===== src/rtl/scanline_reader.sv =====
// scanline_reader
// Streams one scanline of 15-bit RGB555 colours out of a combinational-read
// colour RAM. Each pixel is expanded to 24-bit RGB888 and presented on a
// single-register valid/ready output stage.
//
// Ports:
//   clk, rst     : clock and synchronous active-high reset
//   start, line  : one-cycle request to read the scanline given by port line
//   busy, done   : busy while a line is in flight; done pulses once at the end
//   ram_addr     : colour RAM address (column counter while reading, else 0)
//   ram_rd_data  : RAM word {B5,G5,R5} for ram_addr, same cycle
//   pix_valid, pix_ready        : output handshake
//   pix_rgb, pix_x, pix_y, pix_last : pixel payload; last marks column LINE_PIXELS-1
module scanline_reader #(
  parameter int LINE_PIXELS = 160,
  parameter int MAX_LINE    = 143
) (
  input  logic        clk,
  input  logic        rst,
  input  logic        start,
  input  logic [7:0]  line,
  output logic        busy,
  output logic        done,
  output logic [7:0]  ram_addr,
  input  logic [14:0] ram_rd_data,
  output logic        pix_valid,
  input  logic        pix_ready,
  output logic [23:0] pix_rgb,
  output logic [7:0]  pix_x,
  output logic [7:0]  pix_y,
  output logic        pix_last
);

  localparam logic [7:0] LAST_COL = 8'(LINE_PIXELS - 1);
  localparam logic [7:0] MAX_LN   = 8'(MAX_LINE);

  typedef enum logic [1:0] {IDLE, READ, DRAIN} state_t;

  state_t      r_state;
  logic [7:0]  r_cnt;
  logic [7:0]  r_line;
  logic        r_done;
  logic        r_pix_valid;
  logic [23:0] r_pix_rgb;
  logic [7:0]  r_pix_x;
  logic [7:0]  r_pix_y;
  logic        r_pix_last;

  logic        w_load;
  logic [23:0] w_rgb;
  logic [4:0]  w_r;
  logic [4:0]  w_g;
  logic [4:0]  w_b;

  // Replicating the top bits maps 0 -> 0x00 and 31 -> 0xFF exactly.
  always_comb begin
    w_r   = ram_rd_data[4:0];
    w_g   = ram_rd_data[9:5];
    w_b   = ram_rd_data[14:10];
    w_rgb = {w_r, w_r[4:2], w_g, w_g[4:2], w_b, w_b[4:2]};
  end

  // The output register refills whenever it is empty or being drained this cycle.
  assign w_load = (r_state == READ) && (!r_pix_valid || pix_ready);

  always_ff @(posedge clk) begin
    if (rst) begin
      r_state     <= IDLE;
      r_cnt       <= '0;
      r_line      <= '0;
      r_done      <= 1'b0;
      r_pix_valid <= 1'b0;
      r_pix_rgb   <= '0;
      r_pix_x     <= '0;
      r_pix_y     <= '0;
      r_pix_last  <= 1'b0;
    end else begin
      r_done <= 1'b0;
      case (r_state)
        IDLE: begin
          if (start && (line <= MAX_LN)) begin
            r_line  <= line;
            r_cnt   <= '0;
            r_state <= READ;
          end
        end
        READ: begin
          if (w_load) begin
            r_pix_valid <= 1'b1;
            r_pix_rgb   <= w_rgb;
            r_pix_x     <= r_cnt;
            r_pix_y     <= r_line;
            r_pix_last  <= (r_cnt == LAST_COL);
            // Counter parks on the last column instead of wrapping.
            if (r_cnt == LAST_COL) begin
              r_state <= DRAIN;
            end else begin
              r_cnt <= r_cnt + 8'd1;
            end
          end
        end
        DRAIN: begin
          if (r_pix_valid && pix_ready) begin
            r_pix_valid <= 1'b0;
            r_pix_last  <= 1'b0;
            r_done      <= 1'b1;
            r_state     <= IDLE;
          end
        end
        default: r_state <= IDLE;
      endcase
    end
  end

  assign busy      = (r_state != IDLE);
  assign done      = r_done;
  assign ram_addr  = (r_state == READ) ? r_cnt : '0;
  assign pix_valid = r_pix_valid;
  assign pix_rgb   = r_pix_rgb;
  assign pix_x     = r_pix_x;
  assign pix_y     = r_pix_y;
  assign pix_last  = r_pix_last;

endmodule


===== config.mk =====
export PLATFORM = sky130hd
export DESIGN_NAME = scanline_reader
export DESIGN_NICKNAME = d
export VERILOG_FILES = /design/src/rtl/scanline_reader.sv
export SDC_FILE = /design/constraint.sdc
export NUM_CORES = 1
export LEC_CHECK = 0
export ABC_AREA = 1
export CAP_MARGIN = 20
export CORE_MARGIN = 1.5
export CORE_UTILIZATION = 40
export CTS_CLUSTER_SIZE = 14
export DETAILED_ROUTE_END_ITERATION = 6
export GPL_TIMING_DRIVEN = 1
export PLACE_DENSITY = 0.76
export SLEW_MARGIN = 15
export SYNTH_ARGS = -nofsm -noshare
export SYNTH_HDL_FRONTEND = slang
export SYNTH_SLANG_ARGS = --single-unit

===== constraint.sdc =====
create_clock -name clk -period 1.3 [get_ports clk]
set_input_delay 0.26 -clock clk [delete_from_list [all_inputs] [get_ports clk]]
set_output_delay 0.26 -clock clk [all_outputs]
set_load 0.005 [all_outputs]

Yosys cells after proc, flatten, opt, wreduce, memory -nomap -nowiden
Index checks and enable logic that the tools add are counted.
{"block": "totals", "register_bits": 61, "in_bits": 27, "elab_cells": 51}
{"block": "op_classes", "n_addsub": 1, "magnitude_cmp": 1, "n_eq_ne": 8, "n_mux": 16, "n_bitwise": 1, "reduce_logical": 15}
{"cell": "8-bit two-way mux", "count": 4}
{"cell": "8-bit one-hot mux with 2 select lines", "count": 1}
{"cell": "8-bit by 1-bit adder with 8-bit output, second input constant", "count": 1}
{"cell": "8-bit equality test, second input constant", "count": 1}
{"cell": "8-bit <= comparator, second input constant", "count": 1}
{"cell": "2-bit two-way mux", "count": 4}
{"cell": "2-bit != test, second input constant", "count": 4}
{"cell": "4-bit AND reduction", "count": 2}
{"cell": "2-bit one-hot mux with 3 select lines", "count": 1}
{"cell": "2-bit nonzero test", "count": 3}
{"cell": "1-bit two-way mux", "count": 4}
{"cell": "1-bit one-hot mux with 2 select lines", "count": 2}
{"cell": "2-bit AND reduction", "count": 2}
{"cell": "1-bit logical AND", "count": 3}
{"cell": "3-bit AND reduction", "count": 1}
{"cell": "2-bit by 1-bit equality test with 1-bit output, second input constant", "count": 1}
{"cell": "2-bit equality test, second input constant", "count": 1}
{"cell": "2-bit logical NOT", "count": 1}
{"cell": "2-bit by 1-bit != test with 1-bit output, second input constant", "count": 1}
{"cell": "2-bit OR reduction", "count": 1}
{"cell": "1-bit logical NOT", "count": 1}
{"cell": "1-bit logical OR", "count": 1}
{"cell": "1-bit NOT", "count": 1}

Depth between registers and ports, before layout
{"block": "depth", "word_depth": 5, "depth_mapped": 9}

Worst setup path before layout
Ideal clock, no wire load.
{"block": "synth_timing", "kind": "register to register", "startpoint": "register r_cnt[0]", "endpoint": "register r_cnt[5]", "arrival_time_ns": 1.291, "t_required_ns": 1.230, "path_slack_ns": -0.061, "stages_incl_launch_ff": 10, "synth_period_minus_slack_ns": 1.361, "path_cell_list": "dfxtp_1 > ha_1 > nand2_1 > nor2_1 > nand2_1 > nand2_1 > nand2_2 > nand3_4 > nand2_1 > a21oi_1"}
{"block": "synth_via", "elab_chain_len": 4}
{"item": "from (decl)", "line": "40", "source": "logic [7:0] r_cnt;"}
{"item": "from (signal assigned)", "line": "98", "source": "r_cnt <= r_cnt + 8'd1;"}
{"item": "8-bit by 1-bit adder with 8-bit output", "line": "98"}
{"item": "8-bit two-way mux", "line": "95", "source": "if (r_cnt == LAST_COL) begin"}
{"item": "8-bit two-way mux", "line": "88", "source": "if (w_load) begin"}
{"item": "8-bit one-hot mux with 2 select lines", "line": "79", "source": "case (r_state)"}
Parallel ways exist; a longest one is shown, timed or not. The select of a mux whose other input is x is not followed.
A chain may end at the register's enable or synchronous reset.

Worst setup path after layout
{"block": "layout_timing", "startpoint": "register r_cnt[1]", "endpoint": "register r_cnt[6]"}
Same word-level chain as after synthesis.

==> flow_summary.yaml <==
outcome:
  outcome: "finished with violations"
  violations: "setup timing"
clock_network:
  clock_latency_ns: 0.31
  cts_sinks: 52
  cts_tree: "built"
  clkTransAtPathRegs_ns: 0.11
  ctsRootBufferMaster: "clkbuf_8"
  cts_buffer_depth: 2
  htreeDepth: 2
  cts_made_buffers: 5
  hold_buffers: 0
finish:
  final_cells: 479
  fin_area_um2: 3870
  fill_cells: 393
  post-route-util: 0.744
  final_nets: 436
  diodes: 0
  drive_above_1_share: 0.452
  synthToLayoutAreaGrowth_pct: 77.0
route:
  ant_nets: 0
  drt_wl_total_um: 6770
  drc_errors: 0
  drt_iter0_drc: 91
  num_vias: 2357
  routed_via_density: 4.92
  routedWlPerCell_um: 14.1
  drt_pre_antenna_iters: 4
logic_synthesis:
  synth_cells: 294
  synth_edf_count: 0
  yosys-top-cells-area: "dfxtp_1 48%, nor2_1 11%, o21ai_0 7.5%"
  synth_top_family_by_area: "simple AND/OR/NAND/NOR gates"
  synth_compound_area_frac: 0.172
  synthDistinctLibCells: 22
  ys_seq_area_frac: 0.476
  synthMostInstantiatedCell: "nor2_1"
  synth_xor_area_frac: 0
  netlist_area_um2: 2190
  async_reset_ff_frac: 0
  synthAdderAreaFrac: 0.00572
  synth_common_cells: "63 x nor2_1, 52 x dfxtp_1, 33 x nand2_1, 33 x o21ai_0, 29 x a21oi_1"
  synthMuxAreaShare: 0
  syn_avg_cell_area_um2: 7.44
  synth_top_area_share: 0.476
  synthesis.nets: 322
  yosys_warnings: 0
  yosys.area_share.simple: 0.231
  synth-main-ff-cell: "dfxtp_1"
  ys_ff_latch: 52
  synth_top_area_cell: "dfxtp_1"
die:
  die_x_um: 77.0
  row_count: 26
  die_y_um: 77.0
  coreArea_um2: 5200
  die-area_um2: 5920
  start_util: 0.420
  pin_count: 79
hold_path:
  hold_class: "reg2reg"
  hold-path-cell-count: 2
  hold_start: "r_line[3]"
  min_to: "pix_y[3]"
setup_path:
  cp-end-kind: "flop"
  cp-start-kind: "flop"
  r2r-end: "r_cnt[6]"
  critPathKind: "reg2reg"
  cp_max_fo: 8
  cp.required_ns: 1.54
  timing.rr.start: "r_cnt[1]"
  rrSetupSlack_ns: -0.20
  worst_r2r_path_depth: 9
  worst_ep_arrival_time_ns: 1.74
timing:
  max_freq_mhz: 666
  finalWorstSetupSlack_ns: -0.202
  hold_viol: 0
  rsz0062_at_grt: "true"
  fin_worst_skew_ns: 0.0120
  finalSetupViolations: 38
  max_slew.worst_pin.slew_ns: 0.318
  drv_slew: 0
  finalCritPeriodShare: 1.16
  slew_headroom: 0.788
  period_minus_slack_ns: 1.50
place:
  hpwlAfterDp_um: 3820
  gp_congestion: 0.776
  dp.cells: 452
  port_buffers: 78
  placed_area_um2: 3230
global_routing:
  overflow: 0
  grt_pass1_wl_um: 9960
  grtUsageTotal: 0.206
  grt_max_degree: 33
  first_global_vias: 2159
  antenna_found_initial: 0
pwr:
  p_leak_uw: 0.00167
  totalPowerFinal_uw: 3730
  power_density_nw_per_um2: 962
  irDropWorstVdd_uv: 714
run:
  max-cap-violations: 0
[per-layer routing]
layer	routed length, um	GRT usage	part of all wire	up-vias
met5	0	0	0	-
met4	87	0.0444	0.013	0
met3	264	0.0286	0.039	8
met2	3680	0.373	0.54	66
met1	2740	0.256	0.40	1115
li1	-	-	-	1168
[flip-flops by register name (all words and copies together) (netlist names)]
| register | cells |
|---|---|
| done | 1 |
| r_line | 8 |
| pix_rgb | 15 |
| pix_x | 8 |
| r_cnt | 8 |
| r_state | 2 |
| pix_valid | 1 |
| pix_y | 8 |
| pix_last | 1 |
[where the power goes]
group	total [uW]	switching [uW]	internal (uW)
clock	973	577	396
combinational	968	445	523
sequential	1780	65.2	1720
[repair_timing]
action                                 4_1_cts  5_1_grt
endpoints found under the hold margin        0        0
buffers inserted                            11        4
pin swaps                                    8       15
resized for setup                          143      109
cloned                                       4        2
setup endpoints to repair                   71       60
[how the worst max path moves through the flow]
stage | from | to | slack [ns] | cells past startpoint
5_1_grt | r_cnt[1] | r_cnt[7] | -0.26 | 9
4_1_cts | r_state[0] | ram_addr[6] | -0.19 | 6
6_report | r_cnt[1] | r_cnt[6] | -0.20 | 9
3_5_place_dp | line[5] | r_cnt[7] | -0.30 | 10
2_1_floorplan | r_cnt[0] | r_cnt[5] | 0.04 | 9
3_3_place_gp | line[4] | r_cnt[7] | -0.27 | 10
[layout by cell type, fill, tap and decap left out, drive strengths merged]
master          n
dfxtp          52
nand3           6
nand4           8
o21ai          34
nor2           65
clkdlybuf4s15   2
nand2b          1
nand2          36
ha              1
clkdlybuf4s50  26
clkinv          2
clkbuf          7
nor3            2
inv            30
a21oi          29
a211oi          8
dlygate4sd2    41
clkinvlp        1
buf            58
[worst max-delay path, stage by stage (launching register included)]
cell     delay (ns)
dfxtp_4        0.37
ha_4           0.13
nand2_2        0.06
nor2_1         0.20
nand2_2        0.14
nand2_2        0.10
nand2_4        0.08
nand3_4        0.14
nand2_2        0.08
a21oi_2        0.14
[cells by family (layout without fill, tap and decap cells)]
| family | count (synthesis) | count (layout) |
|---|---|---|
| DFF | 52 | 52 |
| adders and majority gates | 1 | 1 |
| and+or+nand+nor | 118 | 118 |
| AOI/OAI and AO/OA | 71 | 71 |
| buffers and inverters | 52 | 167 |
[area by class of cell]
class / count / area [um2] / area share
Timing Repair Buffer: 129 / 1240 / 0.321
Multi-Input combinational cell: 190 / 1230 / 0.317
Sequential cell: 52 / 1080 / 0.280
Inverter: 29 / 126 / 0.0326
Tap cell: 70 / 87.6 / 0.0226
Clock buffer: 5 / 68.8 / 0.0178
Clock inverter: 3 / 27.5 / 0.00711
Timing Repair inverter: 1 / 8.76 / 0.00226
[stage by stage]
| step | setup TNS [ns] | hold slack, ns | setup WS [ns] |
|---|---|---|---|
| finish | -3.78 | 0.461 | -0.202 |
| global route | -6.58 | 0.477 | -0.261 |
| CTS | -2.98 | 0.461 | -0.194 |
| detailed placement | -12.79 | 0.445 | -0.300 |
| global placement | -11.74 | 0.438 | -0.273 |
| floorplan | 0 | 0.424 | 0.0384 |
Power figures use the tool's default switching activity.
